`config.mk`:
```
export PLATFORM = sky130hd
export DESIGN_NAME = fb_rect_fill
export DESIGN_NICKNAME = d
export VERILOG_FILES = /design/src/rtl/fb_rect_fill.sv
export SDC_FILE = /design/constraint.sdc
export NUM_CORES = 1
export LEC_CHECK = 0
export CORE_MARGIN = 3
export CORE_UTILIZATION = 61
export DETAILED_ROUTE_END_ITERATION = 7
export PLACE_DENSITY = 0.95
export SLEW_MARGIN = 10
export SYNTH_ARGS = -nofsm -noshare
export SYNTH_HDL_FRONTEND = slang
export SYNTH_SLANG_ARGS = --single-unit
```
`constraint.sdc`:
```
create_clock -name clk_in -period 6.5 [get_ports clk_in]
set_input_delay 1.95 -clock clk_in [delete_from_list [all_inputs] [get_ports clk_in]]
set_output_delay 1.95 -clock clk_in [all_outputs]
set_load 0.05 [all_outputs]
```
`src/rtl/fb_rect_fill.sv`:
```
// Solid-colour rectangle fill engine driving the write side of a frame buffer.
// It accepts one command at a time and clips it to the write space. It then
// emits one registered pixel write per clock. Buffer swaps are deferred until
// any in-flight rectangle has finished drawing.
module fb_rect_fill #(
  parameter int FB_WIDTH  = 320,
  parameter int FB_HEIGHT = 180
) (
  input  logic                                    clk_in,
  input  logic                                    rst_n_in,
  input  logic                                    cmd_valid_in,
  output logic                                    cmd_ready_out,
  input  logic [$clog2(FB_WIDTH)-1:0]             cmd_x_in,
  input  logic [$clog2(FB_HEIGHT)-1:0]            cmd_y_in,
  input  logic [$clog2(FB_WIDTH)-1:0]             cmd_w_in,
  input  logic [$clog2(FB_HEIGHT)-1:0]            cmd_h_in,
  input  logic [15:0]                             cmd_color_in,
  input  logic                                    swap_req_in,
  output logic [15:0]                             write_data_out,
  output logic [$clog2(FB_WIDTH*FB_HEIGHT)-1:0]   write_addr_out,
  output logic                                    write_enable_out,
  output logic                                    swap_buffer_out,
  output logic                                    busy_out
);

  localparam int X_WIDTH    = $clog2(FB_WIDTH);
  localparam int Y_WIDTH    = $clog2(FB_HEIGHT);
  localparam int ADDR_WIDTH = $clog2(FB_WIDTH * FB_HEIGHT);

  localparam logic [X_WIDTH:0]      X_LIMIT = (X_WIDTH+1)'(FB_WIDTH);
  localparam logic [Y_WIDTH:0]      Y_LIMIT = (Y_WIDTH+1)'(FB_HEIGHT);
  localparam logic [ADDR_WIDTH-1:0] ROW_STEP = ADDR_WIDTH'(FB_WIDTH);

  typedef enum logic [1:0] {IDLE, FILL, SWAP} state_t;

  state_t                  state_reg, state_next;
  logic                    swap_pend_reg, swap_pend_next;
  logic [X_WIDTH-1:0]      x0_reg, x0_next;
  logic [X_WIDTH-1:0]      cur_x_reg, cur_x_next;
  logic [Y_WIDTH-1:0]      cur_y_reg, cur_y_next;
  logic [X_WIDTH:0]        x_end_reg, x_end_next;
  logic [Y_WIDTH:0]        y_end_reg, y_end_next;
  logic [ADDR_WIDTH-1:0]   row_base_reg, row_base_next;
  logic [15:0]             write_data_reg, write_data_next;
  logic [ADDR_WIDTH-1:0]   write_addr_reg, write_addr_next;
  logic                    write_en_reg, write_en_next;
  logic                    swap_reg, swap_next;

  // Command decode: one-bit-wider sums so the clip comparison never wraps.
  logic [X_WIDTH:0]        x_sum;
  logic [Y_WIDTH:0]        y_sum;
  logic [X_WIDTH:0]        x_clip;
  logic [Y_WIDTH:0]        y_clip;
  logic [ADDR_WIDTH-1:0]   cmd_row_base;
  logic                    cmd_empty;
  logic                    accept;
  logic                    last_col;
  logic                    last_row;

  assign x_sum        = {1'b0, cmd_x_in} + {1'b0, cmd_w_in};
  assign y_sum        = {1'b0, cmd_y_in} + {1'b0, cmd_h_in};
  assign x_clip       = (x_sum > X_LIMIT) ? X_LIMIT : x_sum;
  assign y_clip       = (y_sum > Y_LIMIT) ? Y_LIMIT : y_sum;
  assign cmd_row_base = ADDR_WIDTH'(cmd_y_in) * ROW_STEP;
  assign cmd_empty    = (cmd_w_in == '0) || (cmd_h_in == '0) ||
                        ({1'b0, cmd_x_in} >= X_LIMIT) || ({1'b0, cmd_y_in} >= Y_LIMIT);

  assign cmd_ready_out = (state_reg == IDLE) && !swap_pend_reg && rst_n_in;
  assign accept        = cmd_valid_in && cmd_ready_out;
  assign busy_out      = (state_reg != IDLE) || swap_pend_reg;

  // The pixel currently on the bus is (cur_x, cur_y); these flag its position.
  assign last_col = ({1'b0, cur_x_reg} == (x_end_reg - 1'b1));
  assign last_row = ({1'b0, cur_y_reg} == (y_end_reg - 1'b1));

  assign write_data_out   = write_data_reg;
  assign write_addr_out   = write_addr_reg;
  assign write_enable_out = write_en_reg;
  assign swap_buffer_out  = swap_reg;

  // State and output registers; reset clears every strobe immediately.
  always_ff @(posedge clk_in or negedge rst_n_in) begin
    if (!rst_n_in) begin
      state_reg      <= IDLE;
      swap_pend_reg  <= 1'b0;
      x0_reg         <= '0;
      cur_x_reg      <= '0;
      cur_y_reg      <= '0;
      x_end_reg      <= '0;
      y_end_reg      <= '0;
      row_base_reg   <= '0;
      write_data_reg <= '0;
      write_addr_reg <= '0;
      write_en_reg   <= 1'b0;
      swap_reg       <= 1'b0;
    end else begin
      state_reg      <= state_next;
      swap_pend_reg  <= swap_pend_next;
      x0_reg         <= x0_next;
      cur_x_reg      <= cur_x_next;
      cur_y_reg      <= cur_y_next;
      x_end_reg      <= x_end_next;
      y_end_reg      <= y_end_next;
      row_base_reg   <= row_base_next;
      write_data_reg <= write_data_next;
      write_addr_reg <= write_addr_next;
      write_en_reg   <= write_en_next;
      swap_reg       <= swap_next;
    end
  end

  // Next-state logic: accept/clip, raster walk with additive row step, swap sequencing.
  always_comb begin
    state_next      = state_reg;
    x0_next         = x0_reg;
    cur_x_next      = cur_x_reg;
    cur_y_next      = cur_y_reg;
    x_end_next      = x_end_reg;
    y_end_next      = y_end_reg;
    row_base_next   = row_base_reg;
    write_data_next = write_data_reg;
    write_addr_next = write_addr_reg;
    write_en_next   = 1'b0;
    swap_next       = 1'b0;
    // A request always sets the pending flag, even in the cycle it is serviced.
    swap_pend_next  = swap_req_in || (swap_pend_reg && (state_reg != SWAP));

    case (state_reg)
      IDLE: begin
        if (accept && !cmd_empty) begin
          state_next      = FILL;
          x0_next         = cmd_x_in;
          cur_x_next      = cmd_x_in;
          cur_y_next      = cmd_y_in;
          x_end_next      = x_clip;
          y_end_next      = y_clip;
          row_base_next   = cmd_row_base;
          write_data_next = cmd_color_in;
          write_addr_next = cmd_row_base + ADDR_WIDTH'(cmd_x_in);
          write_en_next   = 1'b1;
        end else if (swap_pend_reg) begin
          state_next = SWAP;
          swap_next  = 1'b1;
        end
      end
      FILL: begin
        if (last_col && last_row) begin
          if (swap_pend_reg) begin
            state_next = SWAP;
            swap_next  = 1'b1;
          end else begin
            state_next = IDLE;
          end
        end else if (last_col) begin
          write_en_next   = 1'b1;
          cur_x_next      = x0_reg;
          cur_y_next      = cur_y_reg + 1'b1;
          row_base_next   = row_base_reg + ROW_STEP;
          write_addr_next = row_base_reg + ROW_STEP + ADDR_WIDTH'(x0_reg);
        end else begin
          write_en_next   = 1'b1;
          cur_x_next      = cur_x_reg + 1'b1;
          write_addr_next = row_base_reg + ADDR_WIDTH'(cur_x_reg) + 1'b1;
        end
      end
      SWAP: begin
        state_next = IDLE;
      end
      default: begin
        state_next = IDLE;
      end
    endcase
  end

endmodule

```
# == Word-level counts from Yosys, hierarchy flattened ==
# Index checks and enable logic that the tools add are counted.
# totals
ff_bits,98
input_bits,54
output_inout_bits,36
word_cells,89
# classes
addsub,11
mul,1
order_cmp,4
n_eq_ne,9
mux,30
reduce_logical,22
# ops
op,count
2-to-1 mux 16 bit,6
one-hot mux 16 bit (2 select lines),2
adder 16 x 9 -> 16 bit,3
2-to-1 mux 9 bit,4
2-to-1 mux 8 bit,3
one-hot mux 9 bit (2 select lines),1
"adder 16 x 1 -> 16 bit, second input constant",1
"adder 16 x 9 -> 16 bit, second input constant",1
one-hot mux 8 bit (2 select lines),1
adder 9 x 9 -> 10 bit,1
equality test 9 x 10 -> 1 bit,1
"greater-than comparator 10 x 9 -> 1 bit, second input constant",1
"multiplier 8 x 3 -> 10 bit, second input constant",1
2-to-1 mux 10 bit,1
"subtractor 10 x 1 -> 10 bit, second input constant",1
adder 8 x 8 -> 9 bit,1
"adder 9 x 1 -> 9 bit, second input constant",1
equality test 8 x 9 -> 1 bit,1
">= comparator 9 bit, second input constant",1
"greater-than comparator 9 x 8 -> 1 bit, second input constant",1
logical NOT 9 bit,1
"subtractor 9 x 1 -> 9 bit, second input constant",1
"adder 8 x 1 -> 8 bit, second input constant",1
">= comparator 8 bit, second input constant",1
other kinds (17),40

# == Depth between registers and ports, before layout ==
# Gate-level depths: netlist of run 1.
# logic_depth
word_depth,8
ltp_mapped,14
ltp_nobuf,12

# == Worst setup path before layout of run 1 ==
# No wires, ideal clock.
# synth_timing
kind,input to output
from,input rst_n_in
to,output cmd_ready_out
t_arrival_ns,3.588
t_required_ns,4.550
path_slack_ns,0.962
stages,1
path_buffers,0
path_cell_list,nor4b_1
# synth_between
elab_chain_len,1
# synth_rtl
item,line_no,text
start: declaration,10,"input logic rst_n_in,"
logical AND 1 bit,68,assign cmd_ready_out = (state_reg == IDLE) && !swap_pend_reg && rst_n_in;
end: declaration,12,"output logic cmd_ready_out,"
# No other way between the ends.

# == Worst setup path in the final report of run 1 ==
# Same ends and word-level chain as after synthesis.

==> metrics.md, run 1 <==
| Metric | Value |
|---|---|
| Period utilisation layout | `0.8670` |
| Pwr per Cell Area | `458.8 nW/µm²` |
| Critical Path RT | `4550 ps` |
| Post-synth EDFFs | `0` |
| CTS tree | `yes` |
| Clk slew on worst S/H paths | `60 ps` |
| Post-synthesis net count | `about 940` |
| Post-synthesis compound-gate area fraction | `0.2067` |
| Share of post-route cells with drive strength above 1 | `0.05438` |
| MaxCap Viol Count | `0` |
| Die area | `12720 µm²` |
| I/O pin count | `90` |
| Critical path peak fanout | `2` |
| WP buf/inv | `2` |
| Post-Syn Area | `6954 µm²` |
| Cts repair resizes | `0` |
| Mapped Cells | `832` |
| Vias/cell | `between 6 and 7` |
| Final WL | `roughly 18000 µm` |
| Prevailing post-synth register cell | `dfrtp_1` |
| Final core utilization | `0.7431` |
| Postcts setup bufs | `0` |
| Static leakage | `about 3.6 nW` |
| Number of global-route vias before repair | `between 6000 and 7000` |
| Slew Limit Headroom | `0.2996` |
| CP arrival | `~3700 ps` |
| Post-Synth Adder-Cell Area | `0.09248` |
| DRC Markers | `0` |
| CP endpoint kind | `output pin` |
| Initial antenna violation count | `0` |
| Critical Path Source Type | `input pin` |
| Synth unique cells | `83` |
| Main combinational cell family by area after synthesis | `simple AND/OR/NAND/NOR gates` |
| Filler cell count | `761` |
| Initial Util | `0.6332` |
| Post-route antenna net violation count | `0` |
| Final net count | `999` |
| Core ar. | `10980 µm²` |
| Clk buf depth | `2` |
| Num CTS Buffers | `9` |
| Root Buffer | `clkbuf_16` |
| Final setup TNS | `0 ps` |
| Min Tclk post-route | `5636 ps` |
| # hold bufs at CTS | `0` |
| Global-route wire length before repair | `between 30000 and 40000 µm` |
| Status | `completed` |
| Worst path top cell family by delay | `buffers and inverters` |
| Yosys top cell by area | `dfrtp_1` |
| Via Count | `6655` |
| GR Util All Layers | `0.2846` |
| Skew-Pair Late Insertion Delay | `350 ps` |
| Share of the synthesized area in the top cell type | `0.3275` |
| Die Span X | `112.8 µm` |
| Commonest cells in the synthesized netlist | `135 x nand2_1, 91 x dfrtp_1, 70 x nor2_1` |
| Worst vdd ir | `~0.3 mV` |
| FP Rows | `38` |
| Final Hold Fails | `0` |
| Seq cells post-synth | `91` |
| PnR Total Power | `3.744 mW` |
| GRT Residual Overflow | `0` |
| Slew Viols, Final | `0` |
| Crit-path cells | `buf_4 > nor4b_1 > clkdlybuf4s50_1` |
| Count leader, synth | `nand2_1` |
| Mux cell area share after synthesis | `0.02195` |
| Drt initial violations | `between 600 and 700` |
| # diodes | `0` |
| Post-synth ARST share | `1.000` |
| RSZ-0062 raised after global routing | `no` |
| RD Place Congestion | `about 0.94` |
| Area Growth Syn to Fin | `17.36%` |
| PortBufs | `89` |
| Mean Syn Cell Area | `8.358 µm²` |
| Max stage delay on crit path | `between 900 and 1000 ps` |
| Post-Synth Simple-Gate Area | `0.2245` |
| CTS H-tree lvls | `3` |
| Initial DRT Pass Iterations | `5` |
| Routed len/inst | `17.51 µm` |
| Die extent in y | `112.8 µm` |
| Post-DP HPWL | `13060 µm` |
| Post-Synth XOR/XNOR Area | `0.07557` |
| Pin count of the biggest net entering global routing | `57` |
| Slowest library cell on the worst path | `clkdlybuf4s50_1` |
| Fmax | `177.4 MHz` |
| WS Path Type | `in2out` |
| Clock Sinks | `approximately 90` |
| Hold WC Path Type | `reg2reg` |
| Layout Skew | `6.719 ps` |
| Worst-margin pin slew | `1051 ps` |
| Sequential area share after synthesis | `0.3275` |
| Area contributors post-synth | `dfrtp_1 33%, ha_1 8.1%, nand2_1 7.3%` |
| Synth warnings | `0` |
| Final setup violating endpoints | `0` |
layer usage:
layer / vias to the layer above / GRT usage / part of all wire
li1: 3107 / - / -
met1: 3106 / 0.4108 / 0.42
met2: 397 / 0.4380 / 0.45
met3: 45 / 0.04332 / 0.10
met4: 0 / 0.1018 / 0.024
met5: - / 0 / 0
cell usage in the layout (no fill, tap or decap), drive strengths merged, types with 5 or more instances in the layout:
master | synthesis | routed
nor2b | 7 | 7
nor3 | 23 | 23
inv | 39 | 40
o211ai | 9 | 9
nand2b | 7 | 7
o21bai | 6 | 6
nand3 | 20 | 20
and2 | 5 | 5
nand4 | 9 | 9
nor2 | 70 | 70
mux2i | 13 | 13
xnor2 | 33 | 33
o32a | 5 | 5
and3 | 5 | 5
clkbuf | 25 | 10
ha | 45 | 45
a221oi | 7 | 7
buf | 17 | 7
nand2 | 135 | 135
a21oi | 53 | 53
a21o | 9 | 9
nor4 | 14 | 14
xor2 | 27 | 27
clkdlybuf4s50 | 0 | 88
dfrtp | 91 | 91
o21ai | 47 | 47
a22o | 5 | 5
a31oi | 14 | 14
nor4b | 7 | 7
nor3b | 5 | 5
worst register-to-register path, cell delays in order, from the launching register on:
cell and delay, ps:
dfrtp_1 560, nor4b_1 850, a21boi_0 350, and4_2 1000
nor2_1 120, a21o_1 320, inv_4 330, nand2_1 130
o22a_1 200
cell families (layout without fill, tap and decap cells):
family          count (synthesis)  in the layout
buf+inv                        81            150
xor+xnor                       60             60
compound gates                211            211
flops                          91             91
mux                            15             15
simple gates                  325            325
fa+ha+maj                      49             49
final cells by class:
cell class              instances  area (µm²)  share of cell area
multi-input cells             660        4324              0.5298
flip-flops and latches         91        2277              0.2790
repair buffers                 95       933.4              0.1144
clock buffers                  10       239.0             0.02928
well taps                     140       175.2             0.02146
inverters                      39       148.9             0.01824
clock inverters                 6       63.81            0.007818
through the flow:
step,hold slack [ps],area [µm²],instances,worst slack [ps]
after floorplan,440.4,6954,832,961.7
after global placement,456.3,7859,1025,895.2
after detailed placement,461.0,7859,1025,885.5
after CTS,478.6,8162,1041,877.5
after global routing,508.3,8162,1041,780.9
final,471.6,8162,1041,864.5
worst paths after layout:
check                              startpoint            endpoint  slack, ps  depth (start not counted)
min in group asynchronous            rst_n_in   write_data_out[8]       1650                          2
max                                  rst_n_in       cmd_ready_out        860                          3
max in group asynchronous            rst_n_in  write_data_out[15]       3770                          3
min reg2reg                write_data_out[14]  write_data_out[14]        470                          2
max reg2reg                      state_reg[0]   write_addr_out[4]       2520                          8
min                        write_data_out[14]  write_data_out[14]        470                          2
power breakdown:
| group | switching, mW | internal (mW) |
|---|---|---|
| registers | 0.344 | 0.817 |
| clock network | 0.225 | 0.308 |
| logic | 1.22 | 0.833 |
| total | 1.79 | 1.96 |
Power figures use the tool's default switching activity.
==> run 2: changes to the inputs <==
--- a/config.mk
+++ b/config.mk
@@ -5,8 +5,10 @@
 export SDC_FILE = /design/constraint.sdc
 export NUM_CORES = 1
 export LEC_CHECK = 0
+export ABC_AREA = 1
 export CORE_MARGIN = 3
-export CORE_UTILIZATION = 61
+export CORE_UTILIZATION = 63
+export CTS_BUF_LIST = sky130_fd_sc_hd__clkbuf_4
 export DETAILED_ROUTE_END_ITERATION = 7
 export PLACE_DENSITY = 0.95
 export SLEW_MARGIN = 10
==> metrics.md, run 2 <==
| Metric | Value |
|---|---|
| Status | `completed` |
| Dpl cells | `1305 (+27%)` |
| Layout Skew | `26.02 ps (+19.30 ps)` |
| Drt initial violations | `551 (-14%)` |
| Count leader, synth | `nand2_1` |
| MaxCap Viol Count | `0 (unchanged)` |
| Non-Filler Instances | `1321 (+27%)` |
| CTS H-tree lvls | `3 (unchanged)` |
| Most common cell after layout, fill and taps aside | `nand2_1` |
| Mapped Cells | `1099 (+32%)` |
| Final WL | `18630 µm (+2.2%)` |
| Share of post-route cells with drive strength above 1 | `0.03810 (-0.01628)` |
| Root Buffer | `clkbuf_4` |
| Postcts setup bufs | `0 (unchanged)` |
| CTS tree | `yes` |
| Critical path peak fanout | `28 (+26)` |
| # diodes | `0 (unchanged)` |
| Hold WC Path Type | `reg2reg` |
| Slowest library cell on the worst path | `clkdlybuf4s50_1` |
| Share of the synthesized area in the top cell type | `0.3144 (-0.01301)` |
| WP buf/inv | `3 (+1)` |
| Die area | `12820 µm² (+0.79%)` |
| Yosys top cell by area | `dfrtp_1` |
| Max stage delay on crit path | `830 ps (-120 ps)` |
| Most frequent cells in the layout | `458 x nand2_1, 111 x nand3_1, 106 x inv_1, 91 x dfrtp_1, 88 x clkdlybuf4s50_1` |
| CP endpoint kind | `output pin` |
| Filler cell count | `869 (+14%)` |
| Core ar. | `11030 µm² (+0.43%)` |
| Static leakage | `4.510 nW (+25%)` |
| Period utilisation layout | `0.8152 (-0.05181)` |
| Pwr per Cell Area | `179.1 nW/µm² (-61%)` |
| Stages on worst setup path | `4 (+1)` |
| # hold bufs at CTS | `0 (unchanged)` |
| Global-route wire length before repair | `31570 µm (+5.2%)` |
| Post-DP HPWL | `14070 µm (+7.7%)` |
| Dpl ws | `1164 ps (+278.7 ps)` |
| Final Hold Fails | `0 (unchanged)` |
| Num CTS Buffers | `9 (unchanged)` |
| Prevailing post-synth register cell | `dfrtp_1` |
| Sequential area share after synthesis | `0.3144 (-0.01301)` |
| Critical Path RT | `4550 ps (about the same)` |
| Die extent in y | `113.2 µm (+0.39%)` |
| Post-route antenna net violation count | `0 (unchanged)` |
| Seq cells post-synth | `91 (unchanged)` |
| GRT Residual Overflow | `0 (unchanged)` |
| CP arrival | `3350 ps (-340 ps)` |
| Cts repair resizes | `0 (unchanged)` |
| Multi-input gate area | `4427 µm² (+2.4%)` |
| Post-synth EDFFs | `0 (unchanged)` |
| Worst-margin pin slew | `915.7 ps (-135.0 ps)` |
| Mean Syn Cell Area | `6.590 µm² (-21%)` |
| Final setup violating endpoints | `0 (unchanged)` |
| RD Place Congestion | `0.9340 (-0.62%)` |
| Area contributors post-synth | `dfrtp_1 31%, nand2_1 24%, ha_1 7.8%` |
| Crit-path cells | `buf_4 > inv_1 > nor2_1 > clkdlybuf4s50_1` |
| PnR Total Power | `1.497 mW (-60%)` |
| Fmax | `188.7 MHz (+6.4%)` |
| Post-synth ARST share | `1.000 (unchanged)` |
| Clk buf depth | `2 (unchanged)` |
| FP Rows | `38 (unchanged)` |
| Hold path depth | `2 (unchanged)` |
| Post-Syn Area | `7242 µm² (+4.1%)` |
| Storage element area | `2277 µm² (unchanged)` |
| Hold slack | `496.2 ps (+24.57 ps)` |
| Initial Util | `0.6565 (+0.02336)` |
| Slew Limit Headroom | `0.3889 (+0.08932)` |
| Die Span X | `113.2 µm (+0.39%)` |
| WS Path Type | `in2out` |
| Worst path top cell family by delay | `buffers and inverters` |
| Reg2reg path depth | `16 (+8)` |
| I/O pin count | `90 (unchanged)` |
| Final setup TNS | `0 ps (unchanged)` |
| Clock Sinks | `91 (unchanged)` |
| Number of global-route vias before repair | `6911 (+13%)` |
| Initial antenna violation count | `0 (unchanged)` |
| Skew-Pair Late Insertion Delay | `500 ps (+150 ps)` |
| Min Tclk post-route | `5299 ps (-336.8 ps)` |
| Via Count | `7339 (+10%)` |
| Slew Viols, Final | `0 (unchanged)` |
| Post-synthesis net count | `1202 (+29%)` |
| Commonest cells in the synthesized netlist | `458 x nand2_1, 111 x nand3_1, 106 x inv_1` |
| PnR worst setup slack | `1201 ps (+336.8 ps)` |
| RSZ-0062 raised after global routing | `no` |
| Critical Path Source Type | `input pin` |
| Synth warnings | `0 (unchanged)` |
| Initial DRT Pass Iterations | `5 (unchanged)` |
| DRC Markers | `0 (unchanged)` |
| GR Util All Layers | `0.3005 (+0.01595)` |
| Synth unique cells | `41 (-51%)` |
| Pin count of the biggest net entering global routing | `66 (+16%)` |
| Final net count | `1279 (+28%)` |
| Vias/cell | `5.556 (-13%)` |
| Worst vdd ir | `0.1536 mV (-49%)` |
| Clk slew on worst S/H paths | `160 ps (+100 ps)` |
| Routed len/inst | `14.10 µm (-19%)` |
| Area Growth Syn to Fin | `15.39%` |
| PortBufs | `89 (unchanged)` |
-- run 2: path summary, 6_finish.rpt --
kind,from,to,slack (ps)
worst max-delay path,rst_n_in,cmd_ready_out,1200
worst min-delay path,write_addr_out[12],write_addr_out[12],500
worst max register to register,x_end_reg[0],write_addr_out[10],3610
worst min register to register,write_addr_out[12],write_addr_out[12],500
max in group asynchronous,rst_n_in,cur_y_reg[2],4010
min in group asynchronous,rst_n_in,cur_x_reg[3],1340
-- run 2: stage by stage --
step | utilization | area (µm²)
floorplan | - | 7242
global route | 0.7576 | 8357
CTS | 0.7576 | 8357
finish | 0.7576 | 8357
detailed placement | 0.7453 | 8222
global placement | 0.7453 | 8222
-- run 2: where the power goes --
| group | switching (mW) | leakage [nW] | internal, mW |
|---|---|---|---|
| sequential | 0.0519 | 1.20 | 0.609 |
| clock | 0.231 | 0.0725 | 0.0891 |
| combinational | 0.319 | 3.24 | 0.197 |
-- run 2: tightest hold or removal path: cells and delay by family (launching register included) --
family | cells | cell delay, ps
DFF | 1 | 370
and+or+nand+nor | 2 | 100
-- run 2: cell type report --
class                           count  area share
Clock buffer                        9    0.008085
Clock inverter                      7    0.008085
Inverter                          113     0.05076
Multi-Input combinational cell    868      0.5297
Sequential cell                    91      0.2725
Tap cell                          140     0.02096
Timing Repair Buffer               93      0.1099
-- run 2: cell families after synthesis --
family,synth area share
compound gates,0.06479
buf+inv,0.07533
xor+xnor,0.05149
simple gates,0.4051
flops,0.3144
fa+ha+maj,0.08880
-- run 2: per-layer routing --
layer | GRT usage | wire (µm)
met5 | 0 | 0
met4 | 0.1282 | 654
met3 | 0.05722 | 1547
met2 | 0.4858 | 8496
met1 | 0.3958 | 7929
